$ cat src/rtl/ssd_pkg.sv
// Shared constants for the score seven-segment driver: segment codes,
// anode-off pattern, clamp limit and the conversion FSM encoding.
package ssd_pkg;

  // Active-low segment codes, bit 6 = Ca ... bit 0 = Cg.
  localparam logic [6:0] SEG_0     = 7'b0000001;
  localparam logic [6:0] SEG_1     = 7'b1001111;
  localparam logic [6:0] SEG_2     = 7'b0010010;
  localparam logic [6:0] SEG_3     = 7'b0000110;
  localparam logic [6:0] SEG_4     = 7'b1001100;
  localparam logic [6:0] SEG_5     = 7'b0100100;
  localparam logic [6:0] SEG_6     = 7'b0100000;
  localparam logic [6:0] SEG_7     = 7'b0001111;
  localparam logic [6:0] SEG_8     = 7'b0000000;
  localparam logic [6:0] SEG_9     = 7'b0000100;
  localparam logic [6:0] SEG_BLANK = 7'b1111111;

  // All digit enables off (active-low).
  localparam logic [3:0] ANODE_OFF = 4'b1111;

  // Largest value the four digits can show.
  localparam int unsigned SCORE_MAX = 9999;

  typedef enum logic [1:0] {
    ST_IDLE = 2'd0,
    ST_CONV = 2'd1,
    ST_DONE = 2'd2
  } conv_state_e;

  // BCD nibble to active-low segment pattern; non-decimal codes go blank.
  function automatic logic [6:0] seg_encode(input logic [3:0] d);
    logic [6:0] s;
    case (d)
      4'd0:    s = SEG_0;
      4'd1:    s = SEG_1;
      4'd2:    s = SEG_2;
      4'd3:    s = SEG_3;
      4'd4:    s = SEG_4;
      4'd5:    s = SEG_5;
      4'd6:    s = SEG_6;
      4'd7:    s = SEG_7;
      4'd8:    s = SEG_8;
      4'd9:    s = SEG_9;
      default: s = SEG_BLANK;
    endcase
    return s;
  endfunction

endpackage

$ cat src/rtl/bin2bcd_seq.sv
// Sequential double-dabble converter: one shift per clock, result committed
// to digits_o only once the full conversion has finished.
module bin2bcd_seq
  import ssd_pkg::*;
#(
  parameter int SCORE_W = 14
) (
  input  logic               clk_i,
  input  logic               rst_i,
  input  logic [SCORE_W-1:0] score_i,
  output logic [15:0]        digits_o,
  output logic               busy_o
);

  localparam int SR_W = 16 + SCORE_W;
  localparam int IT_W = $clog2(SCORE_W + 1);

  conv_state_e        state_q, state_d;
  logic [SR_W-1:0]    sr_q, sr_d;
  logic [SCORE_W-1:0] last_q, last_d;
  logic [IT_W-1:0]    iter_q, iter_d;
  logic [15:0]        digits_q, digits_d;

  logic [SCORE_W-1:0] score_c;
  logic [SR_W-1:0]    adj;

  // Saturate so the value always fits in four decimal digits.
  assign score_c = (32'(score_i) > SCORE_MAX) ? SCORE_W'(SCORE_MAX) : score_i;

  // Next-state logic: nibble correction, shift, and result commit.
  always_comb begin
    state_d  = state_q;
    sr_d     = sr_q;
    last_d   = last_q;
    iter_d   = iter_q;
    digits_d = digits_q;
    adj      = sr_q;
    for (int k = 0; k < 4; k++) begin
      if (sr_q[SCORE_W + 4*k +: 4] >= 4'd5) begin
        adj[SCORE_W + 4*k +: 4] = sr_q[SCORE_W + 4*k +: 4] + 4'd3;
      end
    end
    case (state_q)
      ST_IDLE: begin
        if (score_c != last_q) begin
          sr_d    = {16'b0, score_c};
          last_d  = score_c;
          iter_d  = '0;
          state_d = ST_CONV;
        end
      end
      ST_CONV: begin
        sr_d   = {adj[SR_W-2:0], 1'b0};
        iter_d = iter_q + 1'b1;
        if (iter_q == IT_W'(SCORE_W - 1)) begin
          state_d = ST_DONE;
        end
      end
      ST_DONE: begin
        digits_d = sr_q[SR_W-1:SCORE_W];
        state_d  = ST_IDLE;
      end
      default: state_d = ST_IDLE;
    endcase
  end

  // State and datapath registers; reset discards any partial result.
  always_ff @(posedge clk_i) begin
    if (rst_i) begin
      state_q  <= ST_IDLE;
      sr_q     <= '0;
      last_q   <= '0;
      iter_q   <= '0;
      digits_q <= '0;
    end else begin
      state_q  <= state_d;
      sr_q     <= sr_d;
      last_q   <= last_d;
      iter_q   <= iter_d;
      digits_q <= digits_d;
    end
  end

  assign digits_o = digits_q;
  assign busy_o   = (state_q != ST_IDLE);

endmodule

$ cat src/rtl/score_ssd_driver.sv
// Score display driver: converts the binary score to BCD and scans the four
// digits with leading-zero blanking onto registered anode/segment outputs.
module score_ssd_driver
  import ssd_pkg::*;
#(
  parameter int SCORE_W      = 14,
  parameter int REFRESH_BITS = 18
) (
  input  logic               Clk,
  input  logic               Reset,
  input  logic [SCORE_W-1:0] score,
  output logic [3:0]         anode,
  output logic [6:0]         ssdOut,
  output logic               busy
);

  logic [15:0]             digits;
  logic [REFRESH_BITS-1:0] refresh_q, refresh_d;
  logic [3:0]              anode_q, anode_d;
  logic [6:0]              ssd_q, ssd_d;
  logic [1:0]              sel;
  logic [3:0]              nib;
  logic                    blank;

  bin2bcd_seq #(
    .SCORE_W (SCORE_W)
  ) u_conv (
    .clk_i    (Clk),
    .rst_i    (Reset),
    .score_i  (score),
    .digits_o (digits),
    .busy_o   (busy)
  );

  assign sel = refresh_q[REFRESH_BITS-1 -: 2];
  assign nib = digits[{sel, 2'b00} +: 4];

  // Digit select, blanking of leading zeros and segment lookup.
  always_comb begin
    refresh_d = refresh_q + 1'b1;
    blank     = 1'b0;
    case (sel)
      2'd1:    blank = (digits[15:4]  == 12'd0);
      2'd2:    blank = (digits[15:8]  == 8'd0);
      2'd3:    blank = (digits[15:12] == 4'd0);
      default: blank = 1'b0;
    endcase
    if (blank) begin
      anode_d = ANODE_OFF;
      ssd_d   = SEG_BLANK;
    end else begin
      anode_d = ~(4'b0001 << sel);
      ssd_d   = seg_encode(nib);
    end
  end

  // Free-running refresh counter and registered display outputs.
  always_ff @(posedge Clk) begin
    if (Reset) begin
      refresh_q <= '0;
      anode_q   <= ANODE_OFF;
      ssd_q     <= SEG_BLANK;
    end else begin
      refresh_q <= refresh_d;
      anode_q   <= anode_d;
      ssd_q     <= ssd_d;
    end
  end

  assign anode  = anode_q;
  assign ssdOut = ssd_q;

endmodule
$ cat config.mk
export PLATFORM = sky130hd
export DESIGN_NAME = score_ssd_driver
export DESIGN_NICKNAME = d
export VERILOG_FILES = /design/src/rtl/ssd_pkg.sv /design/src/rtl/bin2bcd_seq.sv /design/src/rtl/score_ssd_driver.sv
export SDC_FILE = /design/constraint.sdc
export NUM_CORES = 1
export LEC_CHECK = 0
export BUFFER_PORTS_ARGS = -buffer_cell sky130_fd_sc_hd__buf_2
export CAP_MARGIN = 5
export CORE_MARGIN = 1.5
export CORE_UTILIZATION = 30
export CTS_BUF_LIST = sky130_fd_sc_hd__clkbuf_8 sky130_fd_sc_hd__clkbuf_16
export DETAILED_ROUTE_END_ITERATION = 10
export MAX_ROUTING_LAYER = met4
export PLACE_DENSITY = 0.54
export SLEW_MARGIN = 40
export SYNTH_ARGS = -nofsm -noshare
export SYNTH_HDL_FRONTEND = slang
export SYNTH_SLANG_ARGS = --single-unit
$ cat constraint.sdc
create_clock -name Clk -period 3 [get_ports Clk]
set_clock_uncertainty 0.1 [all_clocks]
set_input_delay 0.45 -clock Clk [delete_from_list [all_inputs] [get_ports Clk]]
set_output_delay 0.45 -clock Clk [all_outputs]
set_load 0.02 [all_outputs]
### Word level (Yosys, flattened, before mapping)

Memories as Yosys holds them, arrays and structs flattened. A register that Yosys moved wholly into a read port is not among the register bits.
Index checks and enable logic that the tools add are counted.

| storage, ports and cells | value |
|---|---|
| bits of input ports | 16 |
| output and inout port bits | 12 |
| word-level logic and storage cells | 54 |
| bits in registers | 88 |
| memories kept | 1 |
| bits in read-only memories | 112 |

Memory list:

| memory | words | width | rd ports | clocked after memory_dff | wr ports | RTL line | text |
|---|---|---|---|---|---|---|---|
| (name not given) | 16 | 7 | 1 | 1 | 0 | ssd_pkg.sv:33 | `case (d)` |

| operators by class | value |
|---|---|
| add/subtract/negate cells | 6 |
| bitwise logic cells | 1 |
| order comparisons | 5 |
| shifts and indexed selects | 2 |
| multiplexer cells | 13 |
| reductions and logical operators | 10 |
| equal/unequal tests | 9 |

Operator list:

| kind | count |
|---|---|
| one-hot mux 30 bit (2 select lines) | 1 |
| 2-to-1 mux 30 bit | 1 |
| adder 18 x 1 -> 18 bit (second input constant) | 1 |
| >= comparator 4 x 3 -> 1 bit (second input constant) | 4 |
| 2-to-1 mux 4 bit | 4 |
| indexed part select 16 x 5 -> 4 bit | 1 |
| > comparator 14 bit (second input constant) | 1 |
| 2-to-1 mux 14 bit | 1 |
| != test 14 bit | 1 |
| adder 4 x 2 -> 4 bit (second input constant) | 3 |
| logical NOT 12 bit | 1 |
| logical NOT 8 bit | 1 |
| one-hot mux 4 bit (2 select lines) | 1 |
| equality test 2 bit (second input constant) | 3 |
| AND reduction 2 bit | 3 |
| adder 4 x 1 -> 4 bit (second input constant) | 1 |
| equality test 2 x 1 -> 1 bit (second input constant) | 2 |
| equality test 4 bit (second input constant) | 1 |
| logical NOT 4 bit | 1 |
| 2-to-1 mux 2 bit | 2 |
| != test 2 x 1 -> 1 bit (second input constant) | 2 |
| NOT 4 bit | 1 |
| one-hot mux 2 bit (2 select lines) | 1 |
| nonzero test 2 bit | 2 |
| 6 further kinds | 6 |

### Longest topological paths before layout

Gate-level depths: netlist (run 1).

| logic depth | value |
|---|---|
| depth in word-level cells | 5 |
| depth in mapped cells | 10 |

### Cells and area by module

From an unflattened synthesis (run 1), not the netlist that was laid out.

| unflattened totals | value |
|---|---|
| cells, all modules | 520 |
| area, all modules | 4578.1 um^2 |

By module, submodules not included:

| module | cells an instance | area an instance (um^2) | seq. area each (um^2) | instances |
|---|---|---|---|---|
| bin2bcd_seq | 373 | 3185.6 | 1321.3 | 1 |
| score_ssd_driver | 147 | 1392.6 | 580.6 | 1 |

### Worst setup path after synthesis (run 1)

No wires, ideal clock.

| timing path | value |
|---|---|
| path kind | input-to-reg |
| from | in score[12] |
| to | reg u_conv.last_q[13] |
| arrival time | 2224 ps |
| slack | 549 ps |
| library setup time | 128 ps |
| cell stages on the path | 9 |
| data required time | 2772 ps |
| path through | or2_1 > a211o_1 > a2111oi_4 > nand4_4 > o21ai_4 > buf_6 > buf_12 > mux2i_1 > nor2_1 |

| on the way | value |
|---|---|
| longest elaborated chain between the ends | 4 |

RTL lines:

| item | RTL line | text |
|---|---|---|
| from (decl) | score_ssd_driver.sv:11 | `input logic [SCORE_W-1:0] score,` |
| > comparator 14 bit | bin2bcd_seq.sv:28 | `assign score_c = (32'(score_i) > SCORE_MAX) ? SCORE_W'(SCORE_MAX) : score_i;` |
| 2-to-1 mux 14 bit (*) | bin2bcd_seq.sv:28 |  |
| != test 14 bit | bin2bcd_seq.sv:45 | `if (score_c != last_q) begin` |
| AND reduction 2 bit (no source line) | - |  |
| to (signal assigned) | bin2bcd_seq.sv:78 | `last_q <= last_d;` |
| to (decl) | bin2bcd_seq.sv:20 | `logic [SCORE_W-1:0] last_q, last_d;` |

Mark *: on every way between the ends. The rest lies on a longest branch, timed or not.
A chain may end at the register's enable or synchronous reset.

### Worst setup path in the final report (run 1)

| timing path | value |
|---|---|
| from | reg u_conv.last_q[10] |
| to | reg u_conv.last_q[8] |

| on the way | value |
|---|---|
| longest elaborated chain between the ends | 2 |

RTL lines:

| item | RTL line |
|---|---|
| != test 14 bit | bin2bcd_seq.sv:45 |
| AND reduction 2 bit (no source line) | - |

No other way between the ends.

==> flow_results.org, run 1 <==
** Power
- Leakage power :: 1.922 nW
- IR analysis of the VDD net gives a maximum drop of 317.8 µV.
- Overall Power :: 0.002660 W
- Of the total power, the clock network draws 39.9%.
- Int Power :: 0.001971 W
- Per report_power, the combinational group accounts for 9.7% of the total.
- Summed over all nets, the switching power comes to 0.0006887 W.
- Of the total power, the share spent switching nets is 25.89%.
- Sequential cells account for 50.5% of the total power.
- For this design the ratio of total power to cell area is 508.4 mW/mm².

** Global route
- Vias in the first global route :: 3,778
- Global routing usage on met3 :: 2.931%
- Global-route wire length before repair :: 17,660 µm
- Pin count of the biggest net entering global routing :: 25
- Global Route Usage Sum :: 13.70%
- Met1 usage :: 15.82%
- The layer flagged by global routing as most heavily used is met2.
- For met2 alone, demand over resource in global routing was 23.21%.
- Number of antenna violations at the first check in global routing :: 0
- For this run the aggregate overflow at the end of global routing stands at 0.

** Worst setup path
- Critical path capture point type :: flip-flop
- Launching element of the worst setup path :: u_conv.last_q[10]
- STA puts the critical path data arrival time at 2.57 ns.
- The worst setup path is launched from a flip-flop.
- STA puts the critical path data required time at 3.12 ns.
- Of all nets on the critical path, the largest fanout is 14.
- Critical register-to-register path startpoint :: u_conv.last_q[10]
- CP Class :: flip-flop to flip-flop

** Layout
- Final instance count without filler cells :: 751
- Fraction of final layout cells with drive strength greater than 1 :: 12.43%
- Compared with the post-synthesis result, the final layout area differs by 13.18%.
- At the end of the flow, the number of nets in the layout was 591.
- Number of diodes added for antenna fixing :: 0

** Synthesis
- The number of different library cells used by synthesis comes to 59.
- Yosys Warn Count :: 0
- Net Count, Synth :: 565
- After synthesis the netlist holds a flip-flop and latch count of 95.
- The mapped netlist covers 0.004623 mm².
- Average instance area after synthesis :: 8.690 µm²
- The share of the Yosys chip area taken by registers is 41.14%.
- Among all flip-flop cells after synthesis, the most frequent one is sky130_fd_sc_hd__dfxtp_1.
- Fraction of registers with async set or reset after synthesis :: 0%
- Cells after synthesis :: 532
- Count of flip-flops with a built-in enable after synthesis :: 0

** CTS
- Number of levels in the clock H-tree :: 3
- Clock tree from TritonCTS :: built
- Clock latency at the later pin of the worst-skew pair :: 0.34 ns
- Library cell used as clock root buffer :: sky130_fd_sc_hd__clkbuf_16
- CTS Sinks :: 95
- In this run the post-CTS setup repair buffer count came out at 0.
- Number of buffers created by CTS :: 9
- Total of hold buffers inserted after clock tree synthesis :: 0
- Maximum count of clock buffers along a single path :: 2
- Resized Gates After CTS :: 0
- CTS clock-pin slew for the worst setup and hold paths :: 0.07 ns

** Die
- Once the floorplan was initialized, standard cells occupied 30.52% of the core.
- The floorplan step set the die width to 127.1 µm.
- Core Rows :: 45
- Die Footprint :: 0.01616 mm²
- Measured along the y axis, the die boundary spans 127.1 µm.
- Top Ports :: 28
- After floorplanning, the core was sized to cover 0.01515 mm².

** Detailed routing
- Final wirelength :: 10,170 µm
- Residual DRC count :: 0
- The detail route stage leaves a number of antenna-violating nets equal to 0.
- Detailed-route wire length per cell :: 13.55 µm
- DRT Pass-1 Iters :: 4
- Violation count after the first detailed-route iteration :: 101
- Across all layers, the routed design uses 3,782 vias.
- Using the TritonRoute via totals, the vias-per-cell ratio works out to 5.036.

** Placed design
- Once placement completed, the tool counted placed cells totaling 735.
- HPWL after DPL :: 7443 µm
- Buffers placed on the I/O ports in this run total 27.
- Setup slack after placement :: 0.2012 ns
- Gp weighted congestion :: 0.8614

** STA
- For the finished layout, the period the worst path requires is 2.449 ns.
- Minimum setup slack in the final design :: 0.5509 ns
- Setup violations remaining at the end of the flow were counted as 0.
- Headroom to the max-slew limit came out at 62.24%.
- Sum of negative setup slack :: 0 ns
- Timing would allow up to 408.3 MHz.
- The final count of pins violating max slew came to 0.
- Transition at the pin with the smallest max-transition slack :: 0.5665 ns
- Crit share post-route :: 81.64%
- Setup repair after global routing missed its margin :: false
- The tightest hold path in the finished design has a slack of 0.3488 ns.
- Number of failing hold endpoints at the final stage :: 0

** Run
- The tool flagged a number of max-cap violations equal to 0.

** Run status
- Run status :: completed

** Min path
- Worst hold-check path type :: flip-flop to flip-flop
- Worst min-delay path startpoint :: refresh_q[0]
==> layout make-up <==
type,instances,area [µm²]
fillers,1561,9913
multi-input cells,389,2502
flip-flops and latches,95,1902
well taps,188,235.2
repair buffers,40,232.7
clock buffers,9,225.2
inverters,23,86.33
clock inverters,7,48.80
==> power by group through the flow <==
stage / registers [W] / logic (W) / clock network (W)
global route: 0.00135 / 0.000289 / 0.00114
CTS: 0.00134 / 0.000259 / 0.00109
global placement: 0.00137 / 0.000253 / 0
finish: 0.00134 / 0.000257 / 0.00106
detailed placement: 0.00137 / 0.000257 / 0
floorplan: 0.00136 / 0.000188 / 0
==> state kept, by name, summed over array words and instances (netlist names) <==
| register | count |
|---|---|
| u_conv.iter_q | 4 |
| refresh_q | 18 |
| anode | 4 |
| ssdOut | 7 |
| u_conv.last_q | 14 |
| u_conv.digits_o | 16 |
| u_conv.state_q | 2 |
| u_conv.sr_q | 30 |
==> final timing paths <==
| kind | to | slack [ns] | cells past startpoint |
|---|---|---|---|
| max | u_conv.last_q[8] | 0.55 | 8 |
| min | refresh_q[0] | 0.35 | 1 |
| max reg2reg | u_conv.last_q[8] | 0.55 | 8 |
| min reg2reg | refresh_q[0] | 0.35 | 1 |
==> worst max-delay path: stages, from the launching register on <==
cell                        delay (ns)
sky130_fd_sc_hd__dfxtp_1          0.41
sky130_fd_sc_hd__nand2_1          0.09
sky130_fd_sc_hd__a211o_1          0.33
sky130_fd_sc_hd__a2111oi_4        0.41
sky130_fd_sc_hd__nand4_4          0.19
sky130_fd_sc_hd__o21ai_4          0.24
sky130_fd_sc_hd__buf_4            0.27
sky130_fd_sc_hd__mux2i_1          0.23
sky130_fd_sc_hd__nor2_1           0.06
==> per-layer routing <==
metal	wire (µm)	share of wire [%]
met1	4774	47
met2	4834	48
met3	302	3.0
met4	261	2.6
met5	0	0
==> logic make-up (layout without fill, tap and decap cells) <==
family	after synthesis	after routing	share of synthesized area (%)
flip-flops	95	95	41.14
multiplexers	17	17	4.844
buffers and inverters	48	79	4.736
AND/OR/NAND/NOR	211	211	22.22
XOR/XNOR	25	25	4.736
adder cells (fa/ha/maj)	17	17	4.601
AO/OA/AOI/OAI	119	119	17.73
==> cells in the final DEF, fill, tap and decap left out, drive strengths merged, types with 3 or more instances in the layout <==
cell type  synthesis  final
a31oi              5      5
nand2b            12     12
o21ai             30     30
dfxtp             95     95
nor3              10     10
xnor2             10     10
nand3b             4      4
clkbuf            16      9
mux2i             13     13
a22o              10     10
inv               23     25
nand2             63     63
o221ai             3      3
o211a              3      3
nand3             19     19
and3               8      8
a211oi             5      5
buf                9     40
ha                17     17
and2               7      7
a221oi             4      4
nor2b              5      5
clkinvlp           0      3
mux4               4      4
a32o               4      4
nor2              56     56
nor4               8      8
or3                8      8
o2bb2ai            4      4
a22oi              3      3
xor2              15     15
a21oi             33     33
nand4              5      5
==> cell usage after synthesis (5+ instances only) <==
cell type | number | area, µm²
sky130_fd_sc_hd__nor2_1 | 54 | 202.7
sky130_fd_sc_hd__a22o_1 | 10 | 87.58
sky130_fd_sc_hd__and3_1 | 8 | 50.05
sky130_fd_sc_hd__xor2_1 | 15 | 131.4
sky130_fd_sc_hd__dfxtp_1 | 95 | 1902
sky130_fd_sc_hd__and2_1 | 7 | 43.79
sky130_fd_sc_hd__nor4_1 | 8 | 50.05
sky130_fd_sc_hd__a21oi_1 | 33 | 165.2
sky130_fd_sc_hd__nand3_1 | 19 | 95.09
sky130_fd_sc_hd__mux2i_1 | 12 | 120.1
sky130_fd_sc_hd__o21ai_0 | 28 | 140.1
sky130_fd_sc_hd__xnor2_1 | 10 | 87.58
sky130_fd_sc_hd__or3_1 | 8 | 50.05
sky130_fd_sc_hd__a31oi_1 | 5 | 31.28
sky130_fd_sc_hd__nor3_1 | 10 | 50.05
sky130_fd_sc_hd__nand2b_1 | 12 | 75.07
sky130_fd_sc_hd__nor2b_1 | 5 | 31.28
sky130_fd_sc_hd__inv_1 | 22 | 82.58
sky130_fd_sc_hd__clkbuf_1 | 16 | 60.06
sky130_fd_sc_hd__ha_1 | 17 | 212.7
sky130_fd_sc_hd__nand2_1 | 63 | 236.5
==> stage by stage <==
step           util, %  instance area (µm²)
6_report         34.55                 5233
5_1_grt          34.55                 5233
4_1_cts          34.55                 5233
3_5_place_dp     32.74                 4959
3_3_place_gp     32.74                 4959
2_1_floorplan        -                 4623
Power figures use the tool's default switching activity.
==> run 2: changes to the inputs <==
PLACE_DENSITY = 0.56   (was 0.54)
clock period = 2.16 ns   (was 3 ns; I/O delays follow)
==> run 2 against run 1 <==
The flow now finishes with violations (setup timing). Total power up 53%. Non-clock buffer count rose by 41. Wire length is 5.6% higher. First-iteration DRC count up 78%. Largest power group unchanged. Highest routed layer unchanged.
==> flow_results.org, run 2 (synthesized netlist as in run 1, its figures left out) <==
** Placed design
- Port Buf Inserts :: 27 (unchanged)
- Gp weighted congestion :: 0.8278 (-3.9%)
- The sum of net half-perimeters after detailed placement came to 7449 µm (about the same).
- The post-detailed-placement cell area is 0.005221 mm² (+5.3%).
- The placed instance count came to 765 (+4.1%).

** Layout
- Leaving out fill and tap cells, the most frequent cells in the layout are 90 x sky130_fd_sc_hd__dfxtp_1, 63 x sky130_fd_sc_hd__nand2_1, 51 x sky130_fd_sc_hd__nor2_1, 42 x sky130_fd_sc_hd__buf_4, 33 x sky130_fd_sc_hd__a21oi_1.
- The register with the most flip-flops in the final layout is u_conv.sr_q.
- Total Nets Final :: 632 (+6.9%)
- The antenna diode count is 0 (unchanged).
- Max reg flops :: 30 (unchanged)
- The share of post-route cells with drive strength above 1 came to 24.17% (+12 points).
- Area added between synthesis and finish :: 25.93%
- Final instance count without filler cells :: 792 (+5.5%)
- Design area :: 0.005822 mm² (+11%)
- The library cell used most frequently in the layout, excluding fill and tap cells, is sky130_fd_sc_hd__dfxtp_1.

** Die
- Placeable Area :: 0.01515 mm² (unchanged)
- The starting utilization of the core area is 30.52% (unchanged).
- Die X :: 127.1 µm (unchanged)
- The floorplan row count came to 45 (unchanged).
- The total I/O pin count came to 28 (unchanged).
- The die height came to 127.1 µm (unchanged).
- Die Footprint :: 0.01616 mm² (unchanged)

** STA
- The final sum of negative setup slack is -1.516 ns (-1.516 ns).
- Final period demand of the worst path :: 2.264 ns (-0.1856 ns)
- Minimum setup slack in the final design :: -0.1035 ns (-0.6544 ns)
- Number of failing hold endpoints at the final stage :: 0 (unchanged)
- Transition at the pin with the smallest max-transition slack :: 0.7588 ns (+0.1924 ns)
- Setup repair after global routing missed its margin :: true
- Number of pins with negative max-slew slack in the final report :: 0 (unchanged)
- Max Clk Rate :: 441.8 MHz (+8.2%)
- Crit share post-route :: 104.8% (+23 points)
- The count of endpoints failing setup in the final report was 32 (+32).
- The headroom to the max-slew limit came to 49.36% (-13 points).

** CTS
- Library cell used as clock root buffer :: sky130_fd_sc_hd__clkbuf_16
- The clock latency on the worst-skew pair is 0.35 ns (about the same).
- The total number of H-tree levels was 3 (unchanged).
- CTS clock-pin slew for the worst setup and hold paths :: 0.07 ns (about the same)
- CTS Sinks :: 95 (unchanged)
- Number of buffers created by CTS :: 9 (unchanged)
- The number of hold buffers added after cts came to 0 (unchanged).
- The clock tree buffer depth is 2 (unchanged).
- Clock tree from TritonCTS :: built

** Worst setup path
- Critical path data required time :: 2.29 ns (-0.83 ns)
- The worst setup path is captured at a flip-flop.
- Launching element type of the critical path :: flip-flop
- CP Class :: flip-flop to flip-flop
- The signal arrival time at the worst endpoint was 2.40 ns (-0.17 ns).
- The length in cells of the worst reg-to-reg path was 9 (+1).
- Max FO, Critical Path :: 5 (-9)

** Detailed routing
- The violation count after the first detailed-routing iteration is 180 (+78%).
- The mean routed wirelength per cell came to 13.56 µm (+0.13%).
- DRT Pass-1 Iters :: 4 (unchanged)
- The total detailed-routing wirelength was 10,740 µm (+5.6%).
- The count of unresolved DRC violations after routing came to 0 (unchanged).
- The via count normalized by instance count is 4.989 (-0.94%).
- DRT antenna net count :: 0 (unchanged)
- Via total after detailed routing :: 3,951 (+4.5%)

** Global route
- The met3 layer usage reported by global route was 3.015% (+0.084 points).
- Peak-usage layer in the global routing report :: met2
- Global Route Usage Sum :: 13.93% (+0.23 points)
- The number of global-route vias before repair was 3,818 (+1.1%).
- The initial antenna violation count was 0 (unchanged).
- The met1 routing resource usage after global routing was 17.53% (+1.7 points).
- GRT overflow :: 0 (unchanged)
- The pin count of the biggest net entering global routing came to 39 (+56%).
- GRT met2 Usage :: 22.83% (-0.38 points)
- Global-route wire length before repair :: 18,000 µm (+1.9%)

** Power
- Leakage power :: 2.217 nW (+15%)
- Power per standard cell area :: 696.8 mW/mm² (+37%)
- The worst-case vdd ir drop is 486.4 µV (+53%).

** Min path
- The number of cells traversed by the worst hold path was 3 (+2).
- The path class of the tightest hold or removal check is input pin to flip-flop.

** Run
- The max-cap check violation count came to 0 (unchanged).

** Run status
- Run status :: finished with violations
- Failing checks :: setup timing
## run 2: through the flow
step | hold slack, ns | utilization (%) | total power (W) | worst slack [ns]
6_report | 0.2205 | 38.44 | 0.004057 | -0.1035
5_1_grt | 0.2494 | 38.44 | 0.004217 | -0.2075
4_1_cts | 0.2173 | 37.47 | 0.004060 | -0.08938
3_5_place_dp | 0.3343 | 34.47 | 0.002315 | -0.3654
3_3_place_gp | 0.3222 | 34.44 | 0.002307 | -0.3189
2_1_floorplan | 0.3132 | - | 0.002161 | -0.1479
## run 2: timing repair
action	in CTS	in global routing
buffers inserted	5	4
gates resized for setup	21	28
endpoints found under the setup margin	46	48
cloned	1	1
pin swaps	19	14
## run 2: final timing paths
check	startpoint	to	slack, ns
max	u_conv.last_q[10]	u_conv.sr_q[1]	-0.10
min	score[0]	u_conv.sr_q[0]	0.22
max reg2reg	u_conv.last_q[10]	u_conv.sr_q[1]	-0.10
min reg2reg	refresh_q[0]	refresh_q[0]	0.35
## run 2: critical path: stages, from the launching register on
cell and delay, ns:
sky130_fd_sc_hd__dfxtp_2 0.35, sky130_fd_sc_hd__nand2_1 0.06, sky130_fd_sc_hd__a211o_1 0.33, sky130_fd_sc_hd__a2111oi_4 0.40, sky130_fd_sc_hd__nand4_4 0.16, sky130_fd_sc_hd__o21ai_4 0.19, sky130_fd_sc_hd__buf_6 0.15, sky130_fd_sc_hd__buf_6 0.12
sky130_fd_sc_hd__nand2b_1 0.05, sky130_fd_sc_hd__a32o_1 0.25
## run 2: where the power goes
group | switching (W) | internal (W)
sequential | 0.0000476 | 0.00181
combinational | 0.000266 | 0.000232
clock | 0.000761 | 0.000937
total | 0.00107 | 0.00298
## run 2: cell type report
class	instances	area [µm²]
repair buffers	81	579.3
multi-input cells	389	2693
clock inverters	7	95.09
well taps	188	235.2
inverters	23	86.33
clock buffers	9	225.2
fillers	1518	9324
flip-flops and latches	95	1908
## run 2: layer usage
| layer | up-vias | wire length (µm) |
|---|---|---|
| li1 | 2011 | - |
| met3 | 8 | 325 |
| met4 | 0 | 67 |
| met2 | 52 | 5180 |
| met5 | - | 0 |
| met1 | 1880 | 5168 |
==> run 3: changes to the inputs <==
CORE_MARGIN = 4   (was 1.5)
SYNTH_HIERARCHICAL = 1   (was not set)
==> run 3 against run 2 <==
The run still ends with setup timing left. Global-route usage is 0.12 points higher. Clock power hardly changed. Critical endpoint is now u_conv/sr_q[28]. Via count is 4.1% higher. Sequential share of layout area is 1.3 points lower. Wire length is 8.9% higher. Worst setup slack worse by 0.25 ns. Combinational power is 3% higher. Maximum frequency is 10% lower. Core utilization is 2.7 points higher. Register-to-register slack worse by 0.25 ns. Synthesized cell count is 2.3% lower.
==> flow_results.org, run 3 <==
** Run status
- Run status :: finished with violations
- Failing checks :: setup timing

** Detailed routing
- Via total after detailed routing :: 4,114 (+4.1%)
- Detailed-route wire length per cell :: 14.90 µm (+9.9%)
- Post-detailed-route via-to-cell ratio :: 5.241 (+5.1%)
- Final wirelength :: 11,700 µm (+8.9%)
- The number of iterations in the first detailed-routing pass was 4 (unchanged).
- Violation count after the first detailed-route iteration :: 251 (+39%)
- The post-route antenna net violation count came to 0 (unchanged).
- The count of unresolved DRC violations after routing came to 0 (unchanged).

** Worst setup path
- Most frequent CP cell :: sky130_fd_sc_hd__buf_12
- The worst register-to-register path begins at u_conv/last_q[12].
- The count of cell instances traversed by the critical path is 10 (+1).
- The largest incremental delay on the critical path is 0.55 ns (+0.15 ns).
- Sequence of cells on the critical path :: nor3b_4 -> a21oi_1 -> or4_4 -> a2111oi_4 -> buf_4 -> a31oi_4 -> buf_12 -> buf_12 -> nor3_4 -> a22o_1
- Among cell families on the critical path, the largest total delay comes from simple AND/OR/NAND/NOR gates.
- The worst path required time came to 2.35 ns (+0.06 ns).
- The length in cells of the worst reg-to-reg path is 10 (+1).
- The minimum setup slack among reg-to-reg paths came to -0.35 ns (-0.25 ns).
- The critical path starts at u_conv/last_q[12].
- Worst Setup EP :: u_conv/sr_q[28]
- STA classifies the critical path startpoint as a flip-flop.
- Critical path capture point type :: flip-flop
- The count of buffer and inverter cells on the critical path came to 3 (+1).
- The signal arrival time at the worst endpoint is 2.71 ns (+0.31 ns).
- The largest fanout on the critical path was 5 (unchanged).
- In this run the critical register-to-register path is captured at u_conv/sr_q[28].
- Slowest cell on the critical path :: sky130_fd_sc_hd__or4_4
- The critical path is of the flip-flop to flip-flop type.

** Global route
- Global Route Usage Sum :: 14.04% (+0.12 points)
- Global-route wire length before repair :: 19,930 µm (+11%)
- The pin count of the biggest net entering global routing came to 30 (-23%).
- GRT overflow :: 0 (unchanged)
- The initial antenna violation count is 0 (unchanged).
- Vias in the first global route :: 4,076 (+6.8%)

** STA
- Final setup violation count :: 48 (+50%)
- Max Clk Rate :: 397.7 MHz (-10%)
- The transition time of the tightest slew-check pin came to 0.5538 ns (-0.2050 ns).
- Setup repair after global routing could not meet its margin everywhere.
- Minimum setup slack in the final design :: -0.3544 ns (-0.2509 ns)
- Worst max-slew margin expressed relative to the limit :: 62.99% (+14 points)
- Number of pins with negative max-slew slack in the final report :: 0 (unchanged)
- The final sum of negative setup slack is -12.07 ns (-10.56 ns).
- Final period demand of the worst path :: 2.514 ns (+0.2509 ns)
- The hold violation count in the final report was 0 (unchanged).
- The final critical-path share of the clock period was 116.4% (+12 points).

** CTS
- Clock latency at the later pin of the worst-skew pair :: 0.35 ns (about the same)
- Clock tree from TritonCTS :: built
- The clock edge transition at the registers on the reported setup and hold paths was 0.06 ns (about the same).
- The total clock sinks was 95 (unchanged).
- Maximum count of clock buffers along a single path :: 2 (unchanged)
- The number of hold buffers added after cts came to 0 (unchanged).
- Number of levels in the clock H-tree :: 3 (unchanged)
- Library cell used as clock root buffer :: sky130_fd_sc_hd__clkbuf_16
- Number of buffers created by CTS :: 9 (unchanged)

** Layout
- Fraction of final layout cells with drive strength greater than 1 :: 29.95% (+5.8 points)
- Number of filler cells placed in the layout :: 1,444 (-4.9%)
- Leaving out fill and tap cells, the most frequent cells in the layout are 92 x sky130_fd_sc_hd__dfxtp_1, 53 x sky130_fd_sc_hd__buf_4, 51 x sky130_fd_sc_hd__nand2_1, 38 x sky130_fd_sc_hd__nor2_1, 35 x sky130_fd_sc_hd__a21oi_1.
- Max reg flops :: 30 (unchanged)
- Total Nets Final :: 629 (-0.47%)
- Register with the most flip-flops :: u_conv/sr_q
- The antenna diode count came to 0 (unchanged).
- From synthesis to final layout, the design area changed by 32.50%.
- FF/Latch Area :: 0.001908 mm² (unchanged)
- Leading cell type in the layout, fill and taps excluded :: sky130_fd_sc_hd__dfxtp_1
- The footprint of the multi-input gates came to 0.002801 mm² (+4.0%).
- The utilization after layout was 41.11% (+2.7 points).

** Synthesis
- By area, the combinational part of the netlist is dominated by compound AO/OA/AOI/OAI gates.
- The unique cell type count in the Yosys netlist came to 60 (+1.7%).
- The number of storage elements in the synthesis netlist came to 95 (unchanged).
- Synth top area share :: 41.54% (+0.40 points)
- The post-synthesis async set-or-reset flop share was 0% (unchanged).
- Most used DFF post-synth :: sky130_fd_sc_hd__dfxtp_1
- Largest cells by area after synthesis :: sky130_fd_sc_hd__dfxtp_1 42%, sky130_fd_sc_hd__ha_1 4.6%, sky130_fd_sc_hd__nand2_1 4.3%
- By count the netlist is led by 95 x sky130_fd_sc_hd__dfxtp_1, 52 x sky130_fd_sc_hd__nand2_1, 40 x sky130_fd_sc_hd__nor2_1, 37 x sky130_fd_sc_hd__a21oi_1, 27 x sky130_fd_sc_hd__inv_1.
- The part of the Yosys area used for sequential elements was 41.54% (+0.40 points).
- The multiplexer share of the synthesized area was 3.526% (-1.3 points).
- Average instance area after synthesis :: 8.804 µm² (+1.3%)
- The total number of yosys warnings was 6 (+6).
- Combined area of all synthesized cells :: 0.004578 mm² (-0.97%)
- The total nets after synthesis was 553 (-2.1%).
- Area share of fa/ha/maj cells after synthesis :: 4.646% (+0.045 points)
- Area share of and/or/nand/nor cells after synthesis :: 20.22% (-2.0 points)
- Parity-gate share of the synthesized area counting xor and xnor cells :: 4.591% (-0.14 points)
- Cells after synthesis :: 520 (-2.3%)
- The compound-cell area share of the yosys netlist is 20.25% (+2.5 points).
- Most frequently used cell type in the post-synthesis netlist :: sky130_fd_sc_hd__dfxtp_1
- Cell accounting for the most synthesized area :: sky130_fd_sc_hd__dfxtp_1
- The count of flip-flops with a built-in enable after synthesis was 0 (unchanged).

** Power
- Max rail drop VDD :: 375.0 µV (-23%)
- Net Sw Frac :: 25.35% (-1.1 points)
- Part of the power in registers :: 45.5% (-0.4 points)
- The overall power after layout was 0.004111 W (+1.3%).
- The share of power burned in the clock network was 42.0% (about the same).
- The cell-internal power came to 0.003069 W (+2.9%).
- The leakage component of the power was 2.264 nW (+2.1%).
- Share of power burned in combinational logic :: 12.5% (+0.2 points)
- The reported net switching power is 0.001042 W (-3.0%).
- The total power divided by cell area came to 677.7 mW/mm² (-2.7%).

** Die
- Die Footprint :: 0.01730 mm² (+7.0%)
- The die extent in x came to 131.5 µm (+3.5%).
- The total I/O pin count came to 28 (unchanged).
- Core Rows :: 44 (-2.2%)
- The core box area was 0.01475 mm² (-2.6%).
- Initial standard-cell utilization of the core :: 31.03% (+0.50 points)
- Chip height :: 131.5 µm (+3.5%)

** Run
- The max-cap check violation count is 0 (unchanged).

** Placed design
- The routability congestion estimate from global placement came to 0.8249 (-0.35%).
- Setup slack after placement :: -0.5311 ns (-0.1657 ns)
- The number of port buffers is 27 (unchanged).
- The sum of net half-perimeters after detailed placement was 8291 µm (+11%).

** Min path
- The worst hold path begins at score[2].
- The path class of the tightest hold or removal check is input pin to flip-flop.
==> run 3: cell count changes in the layout (fill, tap and decap cells not counted), sizes merged, moves of 7 or more <==
cell,previous run,this run
o21ai,30,17
and2,7,0
a31o,0,7
mux2i,13,3
o32ai,0,8
nor3,10,27
buf,81,92
nand2,63,52
xor2,15,8
a211oi,5,12
nor2,56,41
==> run 3: routing by layer <==
layer	part of all wire, %	vias to the layer above	track usage, %
li1	-	2046	-
met1	46	1977	16.97
met2	49	75	23.61
met3	3.4	16	2.982
met4	1.4	0	4.201
met5	0	-	-
==> run 3: metrics by stage <==
stage / std cells / hold slack [ns] / cell area (µm²)
global route: 785 / 0.2095 / 6066
CTS: 781 / 0.1709 / 5894
detailed placement: 757 / 0.3502 / 5381
global placement: 757 / 0.3493 / 5381
finish: 785 / 0.1872 / 6066
floorplan: 520 / 0.3320 / 4750
==> run 3: worst min path at each step <==
stage	end	slack [ns]	depth (start not counted)
2_1_floorplan	u_conv/digits_o[1]	0.33	2
3_3_place_gp	u_conv/digits_o[3]	0.35	2
3_5_place_dp	u_conv/digits_o[3]	0.35	2
4_1_cts	u_conv/state_q[0]	0.17	2
5_1_grt	u_conv/last_q[3]	0.21	2
6_report	u_conv/last_q[2]	0.19	3
==> run 3: worst reg2reg max path, cell delays in order, from the launching register on <==
cell and delay, ns:
sky130_fd_sc_hd__dfxtp_4 0.36, sky130_fd_sc_hd__nor3b_4 0.20, sky130_fd_sc_hd__a21oi_1 0.06, sky130_fd_sc_hd__or4_4 0.55, sky130_fd_sc_hd__a2111oi_4 0.20, sky130_fd_sc_hd__buf_4 0.19
sky130_fd_sc_hd__a31oi_4 0.13, sky130_fd_sc_hd__buf_12 0.16, sky130_fd_sc_hd__buf_12 0.12, sky130_fd_sc_hd__nor3_4 0.22, sky130_fd_sc_hd__a22o_1 0.19
==> run 3: power by group through the flow <==
stage	clock (W)	combinational, W	sequential [W]
CTS	0.00176	0.000474	0.00187
detailed placement	0	0.000435	0.00191
global route	0.00185	0.000557	0.00188
floorplan	0	0.000261	0.00190
finish	0.00172	0.000515	0.00187
global placement	0	0.000424	0.00190
==> run 3: kinds of logic (layout without fill, tap and decap cells) <==
family | after synthesis | after routing
compound gates | 131 | 132
xor+xnor | 24 | 24
fa+ha+maj | 17 | 17
buf+inv | 57 | 136
flops | 95 | 95
mux | 10 | 10
simple gates | 186 | 187
==> run 3: area by class of cell <==
class,count,area share (%)
multi-input cells,370,46.18
inverters,28,1.733
flip-flops and latches,95,31.46
well taps,184,3.795
clock inverters,7,1.609
repair buffers,92,11.51
clock buffers,9,3.713
==> run 3: repair_timing <==
action,CTS,global route
setup endpoints to repair,47,50
gates resized for setup,24,29
pin swaps,12,9
gates cloned,2,1
buffers inserted,7,3
